[config.mk]
export PLATFORM = sky130hd
export DESIGN_NAME = regfile_wb_queue
export DESIGN_NICKNAME = d
export VERILOG_FILES = /design/src/rtl/regfile_wb_queue.sv
export SDC_FILE = /design/constraint.sdc
export NUM_CORES = 1
export LEC_CHECK = 0
export CORE_UTILIZATION = 52
export CTS_CLUSTER_SIZE = 12
export DETAILED_ROUTE_END_ITERATION = 10
export GPL_TIMING_DRIVEN = 0
export HOLD_SLACK_MARGIN = 0.02
export PLACE_DENSITY_LB_ADDON = 0.12
export SYNTH_ARGS = -nofsm -noshare
export SYNTH_HDL_FRONTEND = slang
export SYNTH_SLANG_ARGS = --single-unit
[constraint.sdc]
create_clock -name clk -period 7.2 [get_ports clk]
set_input_delay 1.08 -clock clk [delete_from_list [all_inputs] [get_ports clk]]
set_output_delay 1.08 -clock clk [all_outputs]
set_load 0.01 [all_outputs]
[src/rtl/regfile_wb_queue.sv]
// Writeback queue that feeds the regfile write port one entry per cycle.
// It also forwards still-queued values to two decode lookup ports.
module regfile_wb_queue #(
   parameter int unsigned N     = 64,
   parameter int unsigned DEPTH = 4
) (
   input  logic         clk,
   input  logic         reset_n,
   input  logic         in_valid,
   output logic         in_ready,
   input  logic [4:0]   in_wa,
   input  logic [N-1:0] in_wd,
   input  logic         wb_hold,
   output logic         we3,
   output logic [4:0]   wa3,
   output logic [N-1:0] wd3,
   input  logic [4:0]   q1_ra,
   output logic         q1_hit,
   output logic [N-1:0] q1_data,
   input  logic [4:0]   q2_ra,
   output logic         q2_hit,
   output logic [N-1:0] q2_data,
   output logic         empty,
   output logic         full
);

   localparam int unsigned AW  = 5;
   localparam int unsigned PW  = $clog2(DEPTH);
   localparam int unsigned CW  = $clog2(DEPTH + 1);
   localparam logic [AW-1:0] XZR = AW'(31);

   logic [AW-1:0] mem_wa [DEPTH];
   logic [N-1:0]  mem_wd [DEPTH];
   logic [PW-1:0] head, tail;
   logic [CW-1:0] count;
   logic          push, pop;

   assign empty    = (count == CW'(0));
   assign full     = (count == CW'(DEPTH));
   assign in_ready = !full;
   assign push     = in_valid && in_ready && (in_wa != XZR);
   assign pop      = we3;

   // Idle drain drives XZR so the regfile bypass compare resolves to zero.
   assign we3 = !empty && !wb_hold;
   assign wa3 = we3 ? mem_wa[head] : XZR;
   assign wd3 = we3 ? mem_wd[head] : '0;

   always_ff @(posedge clk or negedge reset_n) begin
      if (!reset_n) begin
         head  <= '0;
         tail  <= '0;
         count <= '0;
      end else begin
         if (push) tail <= tail + PW'(1);
         if (pop)  head <= head + PW'(1);
         count <= count + CW'(push) - CW'(pop);
      end
   end

   always_ff @(posedge clk) begin
      if (push) begin
         mem_wa[tail] <= in_wa;
         mem_wd[tail] <= in_wd;
      end
   end

   // Walk oldest to youngest so the last match (nearest tail) wins.
   always_comb begin
      logic [PW-1:0] idx;
      q1_hit  = 1'b0;
      q1_data = '0;
      q2_hit  = 1'b0;
      q2_data = '0;
      idx     = '0;
      for (int unsigned i = 0; i < DEPTH; i++) begin
         idx = head + PW'(i);
         if (CW'(i) < count) begin
            if (q1_ra != XZR && mem_wa[idx] == q1_ra) begin
               q1_hit  = 1'b1;
               q1_data = mem_wd[idx];
            end
            if (q2_ra != XZR && mem_wa[idx] == q2_ra) begin
               q2_hit  = 1'b1;
               q2_data = mem_wd[idx];
            end
         end
      end
   end

endmodule

### After elaboration in Yosys (flattened, before gate mapping)

Memory sizes are Yosys's and may differ from the RTL's.
Cells that the tools add are included.

| cells by class | value |
|---|---|
| reductions and logical operators | 15 |
| shift-type cells | 0 |
| divide/modulo/power cells | 0 |
| bitwise operators | 0 |
| $lt $le $gt $ge | 4 |
| multipliers | 0 |
| add/sub/neg operators | 6 |
| muxes and demuxes | 36 |
| eq/ne operators | 12 |

Operators with widths:

| kind | count |
|---|---|
| 64-bit 2-to-1 mux | 17 |
| 5-bit equality test | 8 |
| 1-bit 2-to-1 mux | 18 |
| 5-bit inequality test, second input constant | 3 |
| 1-bit logical AND | 11 |
| 1-bit by 3-bit less-than comparator with 1-bit output, first input constant | 2 |
| 2-bit by 3-bit less-than comparator with 1-bit output, first input constant | 2 |
| 5-bit 2-to-1 mux | 1 |
| 2-bit by 1-bit adder with 2-bit output, second input constant | 2 |
| 2-bit adder, second input constant | 2 |
| 3-bit by 1-bit adder with 3-bit output | 1 |
| 3-bit equality test, second input constant | 1 |
| 1-bit zero test | 3 |
| 3-bit zero test | 1 |
| 3-bit by 1-bit subtractor with 3-bit output | 1 |

| word-level totals | value |
|---|---|
| logic and storage cells | 78 |
| memory bits (writable) | 276 |
| output and inout bits | 203 |
| memories | 2 |
| memory bits (read-only) | 0 |
| bits in latches | 0 |
| bits in registers | 7 |

Memories:

| name | depth | width | read ports | clocked after memory_dff | write ports | RTL line | RTL |
|---|---|---|---|---|---|---|---|
| mem_wd | 4 | 64 | 4 | 0 | 1 | 33 | `logic [N-1:0] mem_wd [DEPTH];` |
| mem_wa | 4 | 5 | 4 | 0 | 1 | 32 | `logic [AW-1:0] mem_wa [DEPTH];` |

### Logic depth before layout (Yosys ltp)

Gate-level depths: netlist (run 1).
An unclocked memory read counts as a cell.

| logic depth | value |
|---|---|
| word-level depth | 11 |
| gate-level depth with buffers | 13 |
| mapped depth without buffers | 11 |

### Least setup slack after synthesis (run 1)

OpenSTA, ideal clock, no wires.

| timing path | value |
|---|---|
| path kind | input port to output port |
| start | input q1_ra[2] |
| end | output q1_data[0] |
| setup slack | 3.167 ns |
| cell stages on the path | 9 |
| path buffers | 3 |
| arrival time | 2.953 ns |
| cell sequence | clkbuf_1 > nand4_1 > and3_1 > o22a_1 > o211ai_2 > buf_2 > clkbuf_1 > a21oi_1 > a221oi_1 |

| between the ends | value |
|---|---|
| cells in the longest elaborated chain, start to end | 10 |

Ends and longest elaborated chain:

| item | RTL line | RTL |
|---|---|---|
| from (decl) | 17 | `input logic [4:0] q1_ra,` |
| 5-bit inequality test / 5-bit equality test (equally long branches) | 79 | `if (q1_ra != XZR && mem_wa[idx] == q1_ra) begin` |
| 1-bit logical AND | 79 |  |
| 64-bit 2-to-1 mux | 79 |  |
| 64-bit 2-to-1 mux | 78 | `if (CW'(i) < count) begin` |
| 64-bit 2-to-1 mux | 79 |  |
| 64-bit 2-to-1 mux | 78 |  |
| 64-bit 2-to-1 mux | 79 |  |
| 64-bit 2-to-1 mux | 78 |  |
| 64-bit 2-to-1 mux | 79 |  |
| 64-bit 2-to-1 mux * | 78 |  |
| to (decl) | 19 | `output logic [N-1:0] q1_data,` |

Every way passes the cells marked *; elsewhere a longest branch is shown, timed or not.

### Worst setup path in the final report (run 1)

| timing path | value |
|---|---|
| start | input q2_ra[0] |
| end | output q2_data[63] |

| between the ends | value |
|---|---|
| cells in the longest elaborated chain, start to end | 10 |

Ends and longest elaborated chain:

| item | RTL line | RTL |
|---|---|---|
| from (decl) | 20 | `input logic [4:0] q2_ra,` |
| 5-bit inequality test / 5-bit equality test (equally long branches) | 83 | `if (q2_ra != XZR && mem_wa[idx] == q2_ra) begin` |
| 1-bit logical AND | 83 |  |
| 64-bit 2-to-1 mux | 83 |  |
| 64-bit 2-to-1 mux | 78 |  |
| 64-bit 2-to-1 mux | 83 |  |
| 64-bit 2-to-1 mux | 78 |  |
| 64-bit 2-to-1 mux | 83 |  |
| 64-bit 2-to-1 mux | 78 |  |
| 64-bit 2-to-1 mux | 83 |  |
| 64-bit 2-to-1 mux * | 78 |  |
| to (decl) | 22 | `output logic [N-1:0] q2_data,` |

Marks and branches as above.

==> metrics.yaml, run 1 <==
synthesis:
  synth_edf_count: 276
  syn_inst: 2062
  synth_mux_area_share_pct: 17.5
  yosys_warnings: 0
  ys_dominant_reg_cell: "edfxtp_1"
  synth.avg_cell_area_um2: 9.66
  ys_ff_latch: 283
  synth-simple-area-share_pct: 13.1
  ys_seq_area_share_pct: 42.5
  ys_types: 51
  synth_area_um2: 19900
  synth.net_count: 2154
  synth_top_family_by_area: "compound AO/OA/AOI/OAI gates"
  synthArstFlopShare_pct: 2.47
  synth-compound-area-share_pct: 19.3
  synth-xor-area-share_pct: 2.02
  synthAdderAreaFrac_pct: 0.603
job:
  max-cap-violations: 1
routing:
  dr.first_iter.drc_count: 2457
  drc: 0
  wl_per_cell_um: 26.1
  drtAntennaViolNets: 0
  num_vias: 19400
  routed_wl_um: 76300
  first_pass_iters: 6
  routed_via_density: 6.64
die:
  pin_count: 286
  core-area_um2: 37700
  start_util_pct: 52.9
  die_area_um2: 39100
  fp.dieW_um: 198
  die_h_um: 198
  std_cell_rows: 71
clock_tree:
  cts_buffers: 36
  postCtsHoldBufs: 0
  cts.reportedPaths.clkPinSlew_ns: 0.06
  cts_resized: 0
  insertion_delay_ns: 0.57
  clkSinkCount: 283
  cts_max_level: 2
  tritoncts: "done"
  post-cts-setup-buffer-count: 0
  root_buffer: "clkbuf_16"
  clock_path_buffers: 3
finish:
  nets: 2473
  final_util_pct: 65.4
  drive_gt1_share_pct: 12.7
  fill_cells: 3082
  fin_cells: 2922
  syn_to_final_growth_pct: 23.8
global_routing:
  grt_first_pass_wirelength_um: 112000
  track_usage_pct: 38.2
  grt-ovfl-total: 0
  grt_max_degree: 51
  grt_pass1_vias: 18800
  antenna_found_initial: 3
setup_path:
  worst_ep_required_time_ns: 6.12
  slowest_delay_ns: 1.18
  path_delay_family: "buffers and inverters"
  critPathLaunchType: "primary input"
  cp_max_fo: 11
  reg2reg_slack_ns: 3.44
  worstPathArrival_ns: 5.08
  critPathKind: "primary input to output port"
  startpoint: "q2_ra[0]"
  cp_cell_sequence: "clkdlybuf4s50_1 > inv_1 > xnor2_1 > nand4_1 > nor2_1 > clkbuf_1 > a21oi_1 > a22oi_1 > clkdlybuf4s50_1"
  crit_buf_inv: 4
  end_kind: "output port"
  cp_common_cell: "clkdlybuf4s50_1"
  cp_slowest_cell: "nor2_1"
  r2r_start: "head[0]"
power:
  p_leak_nw: 8.81
  seq_power_share_pct: 20.9
  clock_power_share_pct: 16.9
  comb_power_share_pct: 62.2
  p_switching_w: 0.00503
  pwr_density_cell_nw_per_um2: 449
  p_int_w: 0.00603
  switching_share_pct: 45.5
  ir_drop_mv: 0.285
timing:
  worst_pin_slew_ns: 1.55
  relSlewSlack_pct: -4.02
  period_share_pct: 85.5
  fin_skew_ns: 0.0201
  period_minus_slack_ns: 6.16
  rsz0062_at_grt: "false"
  drv_slew: 12
  hold_violations: 0
  fin_tns_setup_ns: 0
  setup_violations: 0
  fmax_ghz: 0.162
  hold_ws_ns: 0.599
placed_design:
  finalWeightedCongestion: 0.979
  dpl.hpwl_um: 51800
  place_inst: 2854
  io_buffer_count: 277
outcome:
  outcome: "finished, violations left"
  violations: "capacitance limit, slew limit"
min_path:
  min_from: "count[0]"
  hold_path_class: "flip-flop to flip-flop"
-- stage by stage --
| stage | area (um^2) | total power, W | setup WS [ns] |
|---|---|---|---|
| after CTS | 24600 | 0.0109 | 1.29 |
| after global routing | 24600 | 0.0115 | 1.01 |
| final | 24600 | 0.0111 | 1.04 |
| after floorplan | 19900 | 0.00635 | 3.17 |
| after global placement | 23300 | 0.00887 | 1.09 |
| after detailed placement | 23400 | 0.00898 | 1.30 |
-- kinds of logic (layout without fill, tap and decap cells) --
kind of cell    Yosys count  after routing
compound gates          584            584
fa+ha+maj                 9              9
xor+xnor                 46             46
buf+inv                 207            551
flops                   283            283
mux                     323            323
simple gates            610            610
other cells               0              5
-- flip-flops by register name, indices dropped and copies added (netlist names) --
name and cells:
tail 2, count 3, mem_wa 20, mem_wd 256
head 2
-- layout make-up --
class / count / area (um^2) / area share, %
timing repair buffer: 281 / 2880 / 11.7
tap: 511 / 639 / 2.59
clock inverter: 21 / 245 / 0.995
antenna: 5 / 12.5 / 0.0508
buffer: 193 / 933 / 3.79
multi-input combinational: 1572 / 10500 / 42.5
clock buffer: 42 / 945 / 3.83
sequential: 283 / 8460 / 34.3
inverter: 14 / 52.6 / 0.213
-- Yosys cell counts, types with 13 or more instances --
cell,n,area share (%)
mux2i_1,182,9.2
buf_1,20,0.38
o21ai_0,191,4.8
clkbuf_1,107,2.0
a221oi_2,31,2.3
nand2_1,250,4.7
edfxtp_1,276,42
nor3b_1,28,1.1
buf_2,44,1.1
a22o_1,36,1.6
nor2b_1,37,1.2
inv_1,13,0.25
o2bb2ai_1,27,1.2
buf_6,19,1.1
o21a_1,27,1.0
nor2_1,244,4.6
xnor2_1,29,1.3
xor2_1,17,0.75
mux2_2,134,7.6
a21oi_1,187,4.7
o221ai_1,62,2.7
-- power groups by stage --
stage	clock network, W	logic, W	registers [W]
floorplan	0	0.00404	0.00232
global placement	0	0.00650	0.00237
detailed placement	0	0.00664	0.00234
CTS	0.00187	0.00667	0.00231
global route	0.00193	0.00720	0.00234
finish	0.00187	0.00688	0.00231
-- routing by layer --
metal | routed length (um) | GRT usage [%] | vias up
met2 | 33700 | 58.3 | 1552
li1 | - | - | 8257
met4 | 3730 | 18.2 | 0
met3 | 10000 | 9.97 | 310
met1 | 28900 | 50.5 | 9289
met5 | 0 | 0 | -
-- worst reg2reg max path: stages (launching register included) --
cell      delay, ns
dfrtp_1        0.47
buf_6          0.20
clkbuf_1       0.65
clkbuf_1       0.68
buf_1          0.65
buf_1          0.63
nand2_1        0.14
xnor2_1        0.18
-- cell usage in the layout, fill, tap and decap left out, types with 13 or more instances in the layout --
cell and instances:
inv_1 13, clkbuf_16 37, mux2i_1 182, o21a_1 27
a22o_1 36, a221oi_2 31, xnor2_1 29, nor3b_1 28
buf_1 20, buf_2 44, clkdlybuf4s50_1 277, edfxtp_1 276
nor2_1 244, a21oi_1 187, o21ai_0 191, nor2b_1 37
nand2_1 250, o221ai_1 62, xor2_1 17, o2bb2ai_1 27
clkbuf_1 112, buf_6 19, mux2_2 134
-- final timing paths --
kind / depth (start not counted) / end
max: 9 / q2_data[63]
min: 1 / count[0]
max reg2reg: 7 / head[1]
min reg2reg: 1 / count[0]
max in group asynchronous: 1 / count[2]
min in group asynchronous: 1 / tail[1]
Power figures use the tool's default switching activity.
==> run 2, diff against run 1 <==
--- a/config.mk
+++ b/config.mk
@@ -5,6 +5,7 @@
 export SDC_FILE = /design/constraint.sdc
 export NUM_CORES = 1
 export LEC_CHECK = 0
+export CORE_ASPECT_RATIO = 0.5
 export CORE_UTILIZATION = 52
 export CTS_CLUSTER_SIZE = 12
 export DETAILED_ROUTE_END_ITERATION = 10
==> constraint.sdc (replaced) <==
create_clock -name clk -period 6.1 [get_ports clk]
set_input_delay 0.915 -clock clk [delete_from_list [all_inputs] [get_ports clk]]
set_output_delay 0.915 -clock clk [all_outputs]
set_load 0.01 [all_outputs]
==> metrics.yaml, run 2 (synthesized netlist as in run 1, its figures left out) <==
clock_tree:
  clock_path_buffers: 3  # unchanged
  cts_resized: 0  # unchanged
  post-cts-setup-buffer-count: 0  # unchanged
  cts_buffers: 28  # was 36
  postCtsHoldBufs: 0  # unchanged
  clkSinkCount: 283  # unchanged
  cts.reportedPaths.clkPinSlew_ns: 0.06  # about the same
  tritoncts: "done"  # unchanged
  root_buffer: "clkbuf_16"  # unchanged
  insertion_delay_ns: 0.59  # was 0.57 ns
  cts_max_level: 1  # was 2
placed_design:
  place_area_um2: 23400  # about the same
  io_buffer_count: 277  # unchanged
  post-place-ws_ns: 0.673  # was 1.30 ns
  place_inst: 2837  # was 2854
  dpl.hpwl_um: 51100  # was 51800 um
  finalWeightedCongestion: 0.957  # was 0.979
min_path:
  hold_path_class: "flip-flop to flip-flop"  # unchanged
setup_path:
  path_delay_family: "buffers and inverters"  # unchanged
  cp_slowest_cell: "nor2_1"  # unchanged
  slowest_delay_ns: 1.06  # was 1.18 ns
  timing.rr.end: "head[1]"  # unchanged
  crit_buf_inv: 4  # unchanged
  critPathLaunchType: "flip-flop"  # was primary input
  cp.depth: 11  # was 9
  worst_ep_required_time_ns: 5.18  # was 6.12 ns
  cp_common_cell: "buf_6"  # was clkdlybuf4s50_1
  r2r_cells: 7  # unchanged
  cp_cell_sequence: "buf_6 > buf_6 > mux2i_1 > mux2_2 > xor2_1 > nand4_1 > nor2_1 > clkbuf_1 > a21oi_1 > a22oi_1 > clkdlybuf4s50_1"  # was clkdlybuf4s50_1 > inv_1 > xnor2_1 > nand4_1 > nor2_1 > clkbuf_1 > a21oi_1 > a22oi_1 > clkdlybuf4s50_1
  critPathKind: "flip-flop to output port"  # was primary input to output port
  cp_max_fo: 10  # was 11
  crit_end: "q2_data[63]"  # unchanged
  startpoint: "head[1]"  # was q2_ra[0]
  end_kind: "output port"  # unchanged
  reg2reg_slack_ns: 2.37  # was 3.44 ns
  worstPathArrival_ns: 4.91  # was 5.08 ns
  r2r_start: "head[0]"  # unchanged
routing:
  dr.first_iter.drc_count: 2866  # was 2457
  num_vias: 18900  # was 19400
  drc: 0  # unchanged
  first_pass_iters: 6  # unchanged
  routed_wl_um: 72700  # was 76300 um
  wl_per_cell_um: 25.2  # was 26.1 um
  drtAntennaViolNets: 0  # unchanged
  routed_via_density: 6.54  # was 6.64
timing:
  relSlewSlack_pct: 8.50  # was -4.02%
  worst_slack_ns: 0.277  # was 1.04 ns
  drv_slew: 0  # was 12
  period_minus_slack_ns: 5.82
  fin_skew_ns: 0.0199  # was 0.0201 ns
  setup_violations: 0  # unchanged
  fmax_ghz: 0.172
  worst_pin_slew_ns: 1.37  # was 1.55 ns
  hold_violations: 0  # unchanged
  fin_tns_setup_ns: 0  # unchanged
  period_share_pct: 95.5
  rsz0062_at_grt: "false"  # unchanged
finish:
  syn_to_final_growth_pct: 21.8  # was 23.8%
  largest_reg_flops: 256  # unchanged
  fill_cells: 3107  # was 3082
  largestRegisters: "mem_wd (256), mem_wa (20), count (3)"  # unchanged
  largest_register: "mem_wd"  # unchanged
  drive_gt1_share_pct: 12.1  # was 12.7%
  fin_cells: 2889  # was 2922
  diodes: 0  # was 5
  mostFrequentLayoutCell: "clkdlybuf4s50_1"  # unchanged
  final_cell_mix: "277 x clkdlybuf4s50_1, 276 x edfxtp_1, 250 x nand2_1"  # unchanged
  nets: 2465  # was 2473
  finalInstanceArea_um2: 24300  # was 24600 um^2
die:
  die_area_um2: 39100  # about the same
  die_h_um: 140  # was 198 um
  start_util_pct: 53.0  # was 52.9%
  pin_count: 286  # unchanged
  std_cell_rows: 50  # was 71
  fp.dieW_um: 279  # was 198 um
  core-area_um2: 37500  # was 37700 um^2
power:
  pwr_density_cell_nw_per_um2: 513  # was 449 nW/um^2
  ir_drop_mv: 0.301  # was 0.285 mV
  p_leak_nw: 8.63  # was 8.81 nW
global_routing:
  grt_first_pass_wirelength_um: 107000  # was 112000 um
  antenna_found_initial: 0  # was 3
  grt_max_degree: 50  # was 51
  track_usage_pct: 35.8  # was 38.2%
  grt-ovfl-total: 0  # unchanged
  grt_pass1_vias: 18000  # was 18800
job:
  max-cap-violations: 0  # was 1
outcome:
  outcome: "finished clean"  # was finished, violations left
-- run 2: through the flow --
step | power (W) | util (%) | hold WS (ns)
after CTS | 0.0122 | 64.6 | 0.573
after floorplan | 0.00750 | - | 0.524
after detailed placement | 0.0106 | 62.4 | 0.560
after global placement | 0.0105 | 62.1 | 0.567
final | 0.0124 | 64.6 | 0.568
after global routing | 0.0129 | 64.6 | 0.619
-- run 2: per-layer routing --
metal	vias up	wire length (um)	GRT usage, %
met5	-	0	0
met4	0	3050	14.8
met1	9000	28500	48.0
met2	1417	32500	56.4
met3	241	8640	7.91
li1	8239	-	-
-- run 2: cell type report --
class	count	area [um^2]	share of cell area, %
Timing Repair Buffer	281	2880	11.9
Buffer	193	933	3.85
Sequential cell	283	8460	34.9
Clock buffer	49	810	3.34
Multi-Input combinational cell	1572	10500	43.2
Clock inverter	3	26.3	0.108
Tap cell	494	618	2.55
Inverter	14	52.6	0.217
-- run 2: worst min path at each step --
| stage | startpoint | end | cells after the start |
|---|---|---|---|
| after floorplan | count[0] | count[0] | 1 |
| after global placement | count[0] | count[0] | 1 |
| after detailed placement | count[0] | count[0] | 1 |
| after CTS | count[0] | count[0] | 1 |
| after global routing | count[0] | count[0] | 1 |
| final | count[0] | count[0] | 1 |
-- run 2: power breakdown --
part / internal, W / switching, W / leakage, nW
clock: 0.000894 / 0.000784 / 0.403
combinational: 0.00320 / 0.00483 / 5.61
sequential: 0.00256 / 0.000165 / 2.61
